<file path="src/rtl/key_uart_reporter.sv">
// Debounced multi-key press reporter feeding a byte FIFO write port with round-robin arbitration.
// Optional macro RELEASE_REPORT_EN adds lowercase release events as extra arbiter requesters.
module key_uart_reporter #(
  parameter int         NUM_KEYS    = 4,
  parameter int         CLK_FREQ    = 50_000_000,
  parameter int         DEBOUNCE_MS = 20,
  parameter logic [7:0] CHAR_BASE   = 8'h41
) (
  input  logic                sys_clk,
  input  logic                sys_rst_n,
  input  logic [NUM_KEYS-1:0] key_in,
  input  logic                fifo_full,
  output logic [7:0]          data_out,
  output logic                wr_en,
  output logic [NUM_KEYS-1:0] overrun
);

  localparam int CNT_MAX = CLK_FREQ / 1000 * DEBOUNCE_MS - 1;
  localparam int CNT_W   = (CNT_MAX > 0) ? $clog2(CNT_MAX + 1) : 1;
`ifdef RELEASE_REPORT_EN
  localparam int REQ_N   = 2 * NUM_KEYS;
`else
  localparam int REQ_N   = NUM_KEYS;
`endif
  localparam int IDX_W   = (REQ_N > 1) ? $clog2(REQ_N) : 1;
  localparam logic [CNT_W-1:0] CNT_LAST = CNT_W'(CNT_MAX);
  localparam logic [CNT_W-1:0] CNT_ZERO = {CNT_W{1'b0}};
  localparam logic [IDX_W-1:0] IDX_ZERO = {IDX_W{1'b0}};
  localparam logic [IDX_W-1:0] IDX_ONE  = IDX_W'(1);

  typedef enum logic [0:0] {
    IDLE = 1'b0,
    SEND = 1'b1
  } state_t;

  logic [NUM_KEYS-1:0] sync1_r;
  logic [NUM_KEYS-1:0] sync2_r;
  logic [NUM_KEYS-1:0] stable_r;
  logic [NUM_KEYS-1:0] stable_d_r;
  logic [CNT_W-1:0]    cnt_r [NUM_KEYS];
  logic [NUM_KEYS-1:0] press_s;
  logic [NUM_KEYS-1:0] press_pend_r;
  logic [NUM_KEYS-1:0] press_clr_s;
  logic [NUM_KEYS-1:0] press_ovr_s;
`ifdef RELEASE_REPORT_EN
  logic [NUM_KEYS-1:0] rel_s;
  logic [NUM_KEYS-1:0] rel_pend_r;
  logic [NUM_KEYS-1:0] rel_clr_s;
  logic [NUM_KEYS-1:0] rel_ovr_s;
`endif
  logic [REQ_N-1:0]    req_s;
  logic                found_s;
  logic [IDX_W-1:0]    pick_s;
  logic                grant_s;
  logic [IDX_W-1:0]    rr_r;
  logic [IDX_W-1:0]    rr_nxt_s;
  logic [7:0]          byte_s;
  logic [7:0]          data_nxt_s;
  logic                wr_en_nxt_s;
  state_t              state_r;
  state_t              state_nxt_s;

  // Two-flop synchroniser; reset to released so no false press appears at startup
  always_ff @(posedge sys_clk or negedge sys_rst_n) begin
    if (!sys_rst_n) begin
      sync1_r <= {NUM_KEYS{1'b1}};
      sync2_r <= {NUM_KEYS{1'b1}};
    end else begin
      sync1_r <= key_in;
      sync2_r <= sync1_r;
    end
  end

  // Debounce: stable state flips only after CNT_MAX+1 consecutive differing samples
  always_ff @(posedge sys_clk or negedge sys_rst_n) begin
    if (!sys_rst_n) begin
      for (int i = 0; i < NUM_KEYS; i++) begin
        cnt_r[i] <= CNT_ZERO;
      end
      stable_r   <= {NUM_KEYS{1'b1}};
      stable_d_r <= {NUM_KEYS{1'b1}};
    end else begin
      stable_d_r <= stable_r;
      for (int i = 0; i < NUM_KEYS; i++) begin
        if (sync2_r[i] == stable_r[i]) begin
          cnt_r[i] <= CNT_ZERO;
        end else if (cnt_r[i] == CNT_LAST) begin
          stable_r[i] <= sync2_r[i];
          cnt_r[i]    <= CNT_ZERO;
        end else begin
          cnt_r[i] <= cnt_r[i] + CNT_W'(1);
        end
      end
    end
  end

  assign press_s = stable_d_r & ~stable_r;
`ifdef RELEASE_REPORT_EN
  assign rel_s   = ~stable_d_r & stable_r;
  assign req_s   = {rel_pend_r, press_pend_r};
`else
  assign req_s   = press_pend_r;
`endif

  // Grant-clear vectors and lost-event detection; a same-cycle set beats the clear
  always_comb begin
    press_clr_s = {NUM_KEYS{1'b0}};
`ifdef RELEASE_REPORT_EN
    rel_clr_s   = {NUM_KEYS{1'b0}};
`endif
    for (int i = 0; i < NUM_KEYS; i++) begin
      press_clr_s[i] = grant_s && (int'(pick_s) == i);
`ifdef RELEASE_REPORT_EN
      rel_clr_s[i]   = grant_s && (int'(pick_s) == (NUM_KEYS + i));
`endif
    end
    press_ovr_s = press_s & press_pend_r & ~press_clr_s;
`ifdef RELEASE_REPORT_EN
    rel_ovr_s   = rel_s & rel_pend_r & ~rel_clr_s;
`endif
  end

  // Pending events and sticky overrun flags
  always_ff @(posedge sys_clk or negedge sys_rst_n) begin
    if (!sys_rst_n) begin
      press_pend_r <= {NUM_KEYS{1'b0}};
      overrun      <= {NUM_KEYS{1'b0}};
`ifdef RELEASE_REPORT_EN
      rel_pend_r   <= {NUM_KEYS{1'b0}};
`endif
    end else begin
      press_pend_r <= press_s | (press_pend_r & ~press_clr_s);
`ifdef RELEASE_REPORT_EN
      rel_pend_r   <= rel_s | (rel_pend_r & ~rel_clr_s);
      overrun      <= overrun | press_ovr_s | rel_ovr_s;
`else
      overrun      <= overrun | press_ovr_s;
`endif
    end
  end

  // Round-robin search starting at rr_r and wrapping past the top requester
  always_comb begin
    int               tmp;
    logic [IDX_W-1:0] idx;
    found_s = 1'b0;
    pick_s  = IDX_ZERO;
    tmp     = 0;
    idx     = IDX_ZERO;
    for (int k = 0; k < REQ_N; k++) begin
      tmp = int'(rr_r) + k;
      if (tmp >= REQ_N) begin
        tmp = tmp - REQ_N;
      end else begin
        tmp = tmp;
      end
      idx = IDX_W'(tmp);
      if (!found_s && req_s[idx]) begin
        found_s = 1'b1;
        pick_s  = idx;
      end else begin
        found_s = found_s;
      end
    end
  end

  // ASCII code for the winning requester
  always_comb begin
`ifdef RELEASE_REPORT_EN
    if (int'(pick_s) >= NUM_KEYS) begin
      byte_s = CHAR_BASE + 8'h20 + 8'(int'(pick_s) - NUM_KEYS);
    end else begin
      byte_s = CHAR_BASE + 8'(pick_s);
    end
`else
    byte_s = CHAR_BASE + 8'(pick_s);
`endif
  end

  // FSM state register
  always_ff @(posedge sys_clk or negedge sys_rst_n) begin
    if (!sys_rst_n) begin
      state_r <= IDLE;
    end else begin
      state_r <= state_nxt_s;
    end
  end

  // FSM next-state logic
  always_comb begin
    case (state_r)
      IDLE:    state_nxt_s = grant_s ? SEND : IDLE;
      SEND:    state_nxt_s = IDLE;
      default: state_nxt_s = IDLE;
    endcase
  end

  // FSM output logic: fifo_full only matters when a grant is being considered
  always_comb begin
    case (state_r)
      IDLE:    grant_s = found_s && !fifo_full;
      SEND:    grant_s = 1'b0;
      default: grant_s = 1'b0;
    endcase
    wr_en_nxt_s = grant_s;
    if (grant_s) begin
      data_nxt_s = byte_s;
      rr_nxt_s   = (int'(pick_s) == (REQ_N - 1)) ? IDX_ZERO : (pick_s + IDX_ONE);
    end else begin
      data_nxt_s = data_out;
      rr_nxt_s   = rr_r;
    end
  end

  // Registered outputs; async reset drops wr_en immediately, discarding any in-flight byte
  always_ff @(posedge sys_clk or negedge sys_rst_n) begin
    if (!sys_rst_n) begin
      data_out <= 8'h00;
      wr_en    <= 1'b0;
      rr_r     <= IDX_ZERO;
    end else begin
      data_out <= data_nxt_s;
      wr_en    <= wr_en_nxt_s;
      rr_r     <= rr_nxt_s;
    end
  end

endmodule

</file>
<file path="config.mk">
export PLATFORM = sky130hd
export DESIGN_NAME = key_uart_reporter
export DESIGN_NICKNAME = d
export VERILOG_FILES = /design/src/rtl/key_uart_reporter.sv
export SDC_FILE = /design/constraint.sdc
export NUM_CORES = 1
export LEC_CHECK = 0
export BUFFER_PORTS_ARGS = -buffer_cell sky130_fd_sc_hd__buf_2
export CORE_UTILIZATION = 40
export DETAILED_ROUTE_END_ITERATION = 16
export PLACE_DENSITY_LB_ADDON = 0.1
export RECOVER_POWER = 100
export SLEW_MARGIN = 20
export SYNTH_ARGS = -nofsm -noshare
export SYNTH_HDL_FRONTEND = slang
export SYNTH_SLANG_ARGS = --single-unit
</file>
<file path="constraint.sdc">
create_clock -name sys_clk -period 3.03 [get_ports sys_clk]
set_input_delay 0.303 -clock sys_clk [delete_from_list [all_inputs] [get_ports sys_clk]]
set_output_delay 0.303 -clock sys_clk [all_outputs]
set_load 0.03 [all_outputs]
</file>
==> flow_metrics.env <==
export IMPL_status="finished, violations left"
export IMPL_violations="capacitance limit, slew limit"
export IMPL_wire_per_inst_um=13.73
export IMPL_cap_violations=1
export IMPL_cts_resized=0
export IMPL_wirelength_um=9639
export IMPL_yosysMostFrequentCell="dfrtp_1"
export IMPL_grt_ovfl_total=0
export IMPL_slew_headroom=-0.02605
export IMPL_clock_path_buffers=2
export IMPL_dieWidth_um=116.6
export IMPL_max_freq_mhz=430.6
export IMPL_critPathMaxStageDelay_ns=1.09
export IMPL_grt_pass1_wl_um=17170
export IMPL_ios=20
export IMPL_synth_top_area_share=0.4477
export IMPL_cp_slowest_cell="o31ai_2"
export IMPL_worstPathCellList="and4_1 -> nand2_1 -> o31ai_2 -> nor2_1"
export IMPL_core_area_um2=12720
export IMPL_syn_area_um2=5254
export IMPL_vias=3649
export IMPL_gp_routability_congestion=0.7879
export IMPL_synth_sequential_area_ratio=0.5277
export IMPL_drt_pass1_iterations=4
export IMPL_start_util=0.4130
export IMPL_cts_tree="done"
export IMPL_end_kind="register"
export IMPL_track_usage=0.1624
export IMPL_vias_per_cell=5.198
export IMPL_worst_slew_pin_slew_ns=1.539
export IMPL_numCtsBuffers=9
export IMPL_yosysWarnings=0
export IMPL_ant_nets=0
export IMPL_synth_edf_count=0
export IMPL_synthTopCellsByArea="dfrtp_1 (45%), dfstp_2 (8.0%), xor2_1 (5.0%), nor2_1 (4.4%), xnor2_1 (4.3%)"
export IMPL_cellPowerDensity_nw_per_um2=579.3
export IMPL_ys_top_cells_by_count="dfrtp_1 (94), nor2_1 (61), nand2_1 (36)"
export IMPL_syn2layout_area_growth_pct=10.10
export IMPL_grt_max_degree=62
export IMPL_crit_arrival_ns=2.50
export IMPL_synth_ff_type="dfrtp_1"
export IMPL_crit_path_start_kind="register"
export IMPL_grt_setup_unrepaired="no"
export IMPL_dp_hpwl_um=6526
export IMPL_fin_nets=540
export IMPL_multiInputGateArea_um2=2301
export IMPL_hold_buffers=0
export IMPL_setup_viol=0
export IMPL_port_buffers=15
export IMPL_ir_worst_vdd_v=0.0003585
export IMPL_clk_pin_slew_ns=0.07
export IMPL_grt_pass1_vias=3583
export IMPL_syn_area_per_cell_um2=10.26
export IMPL_crit_type="register to register"
export IMPL_cp_required_ns=3.21
export IMPL_hp_class="primary input to register"
export IMPL_yosysTopAreaCell="dfrtp_1"
export IMPL_htreeDepth=3
export IMPL_skew_ns=0.005367
export IMPL_post_route_period_util=0.7664
export IMPL_async_flop_share=1.000
export IMPL_die_area_um2=13600
export IMPL_p_total_mw=3.351
export IMPL_fin_crit_ns=2.322
export IMPL_ys_seq_elements=110
export IMPL_regArea_um2=2773
export IMPL_clk_insertion_delay_late_ns=0.35
export IMPL_setup_tns_ns=0
export IMPL_ys_types=46
export IMPL_post_cts_buffers=0
export IMPL_root_buffer="clkbuf_16"
export IMPL_antenna_found_initial=0
export IMPL_power_leakage_nw=2.345
export IMPL_clock_sinks=110
export IMPL_hold_viol=0
export IMPL_drt_iter0_drc=149
export IMPL_die_h_um=116.6
export IMPL_path_max_fanout=19
export IMPL_drive_gt1_frac=0.09245
export IMPL_synth_cells=512
export IMPL_rows=41
export IMPL_antenna_cells=0
export IMPL_fill_cells=1277
export IMPL_post_route_drc_count=0
export IMPL_final_max_slew_viol_count=62
## critical path, delay by kind of cell (launching register included)
family	cells	cell delay (ns)
AOI/OAI and AO/OA	1	1.09
and+or+nand+nor	3	0.63
DFF	1	0.43
## flip-flops by register name, summed over array words and instances (netlist names), 4 cells and up
register,count
cnt_r,80
data_out,4
overrun,4
press_pend_r,4
stable_d_r,4
stable_r,4
sync1_r,4
sync2_r,4
## layout by cell type, fill, tap and decap left out, types with 3 or more instances in the layout
cell type  instances
conb_1             4
xnor2_1           26
inv_1             18
or4_1             10
nand2_1           36
xor2_1            30
o21bai_1           4
bufinv_16          3
a21oi_1           20
and2_1             6
and4_1             8
nor2_1            61
nand2b_1           6
mux2_2             5
dfstp_1            4
clkbuf_1          12
nor4b_1            3
clkbuf_16          9
nand3_1           30
or4b_1             3
or3_1             10
nor3_1            10
ha_1               8
buf_2              5
nor4_1            12
and3_1             8
nand4_1           21
o31ai_1           10
dfstp_2           12
o21ai_0           15
dfrtp_1           94
## cells by family (layout without fill, tap and decap cells)
logic type,Yosys count,count (layout),synth area share
compound gates,59,59,0.07573
fa+ha+maj,8,8,0.01905
simple gates,235,235,0.2389
flops,110,110,0.5277
mux,5,5,0.01072
other cells,1,4,0.0007138
xor+xnor,56,56,0.09336
buf+inv,38,53,0.03382
## layout make-up
| class | count | area share |
|---|---|---|
| clock buffers | 10 | 0.04132 |
| multi-input cells | 367 | 0.3978 |
| clock inverters | 6 | 0.01882 |
| well taps | 172 | 0.03721 |
| repair buffers | 19 | 0.01384 |
| flip-flops and latches | 110 | 0.4793 |
| inverters | 18 | 0.01168 |
## layer usage
layer / part of all wire / GRT usage
met1: 0.49 / 0.2140
met2: 0.46 / 0.2604
met3: 0.038 / 0.04982
met4: 0.0096 / 0.04219
met5: 0 / 0
## power breakdown
part | switching, mW | internal [mW]
clock network | 0.527 | 0.829
logic | 0.259 | 0.134
registers | 0.0662 | 1.54
## worst paths after layout
| check | depth (start not counted) | endpoint | from | slack, ns |
|---|---|---|---|---|
| setup reg to reg | 4 | cnt_r[7] | cnt_r[2] | 0.71 |
| setup / recovery | 4 | cnt_r[7] | cnt_r[2] | 0.71 |
| hold / removal | 1 | sync1_r[0] | key_in[0] | 0.04 |
| min in group asynchronous | 1 | cnt_r[68] | sys_rst_n | 0.30 |
| hold reg to reg | 0 | sync2_r[3] | sync1_r[3] | 0.35 |
| max in group asynchronous | 2 | cnt_r[2] | sys_rst_n | 1.10 |
## stage by stage
stage | setup WS (ns) | hold slack [ns] | area, um^2 | cells | utilization
4_1_cts | 0.9416 | 0.02752 | 5843 | 702 | 0.4593
5_1_grt | 0.4268 | 0.02590 | 5784 | 702 | 0.4547
6_report | 0.7079 | 0.04459 | 5784 | 702 | 0.4547
3_5_place_dp | 0.9506 | 0.3484 | 5495 | 686 | 0.4319
3_3_place_gp | 0.9757 | 0.3475 | 5495 | 686 | 0.4319
2_1_floorplan | 1.208 | 0.007409 | 5265 | 515 | -
No activity file was read; power rests on OpenSTA's default activity.
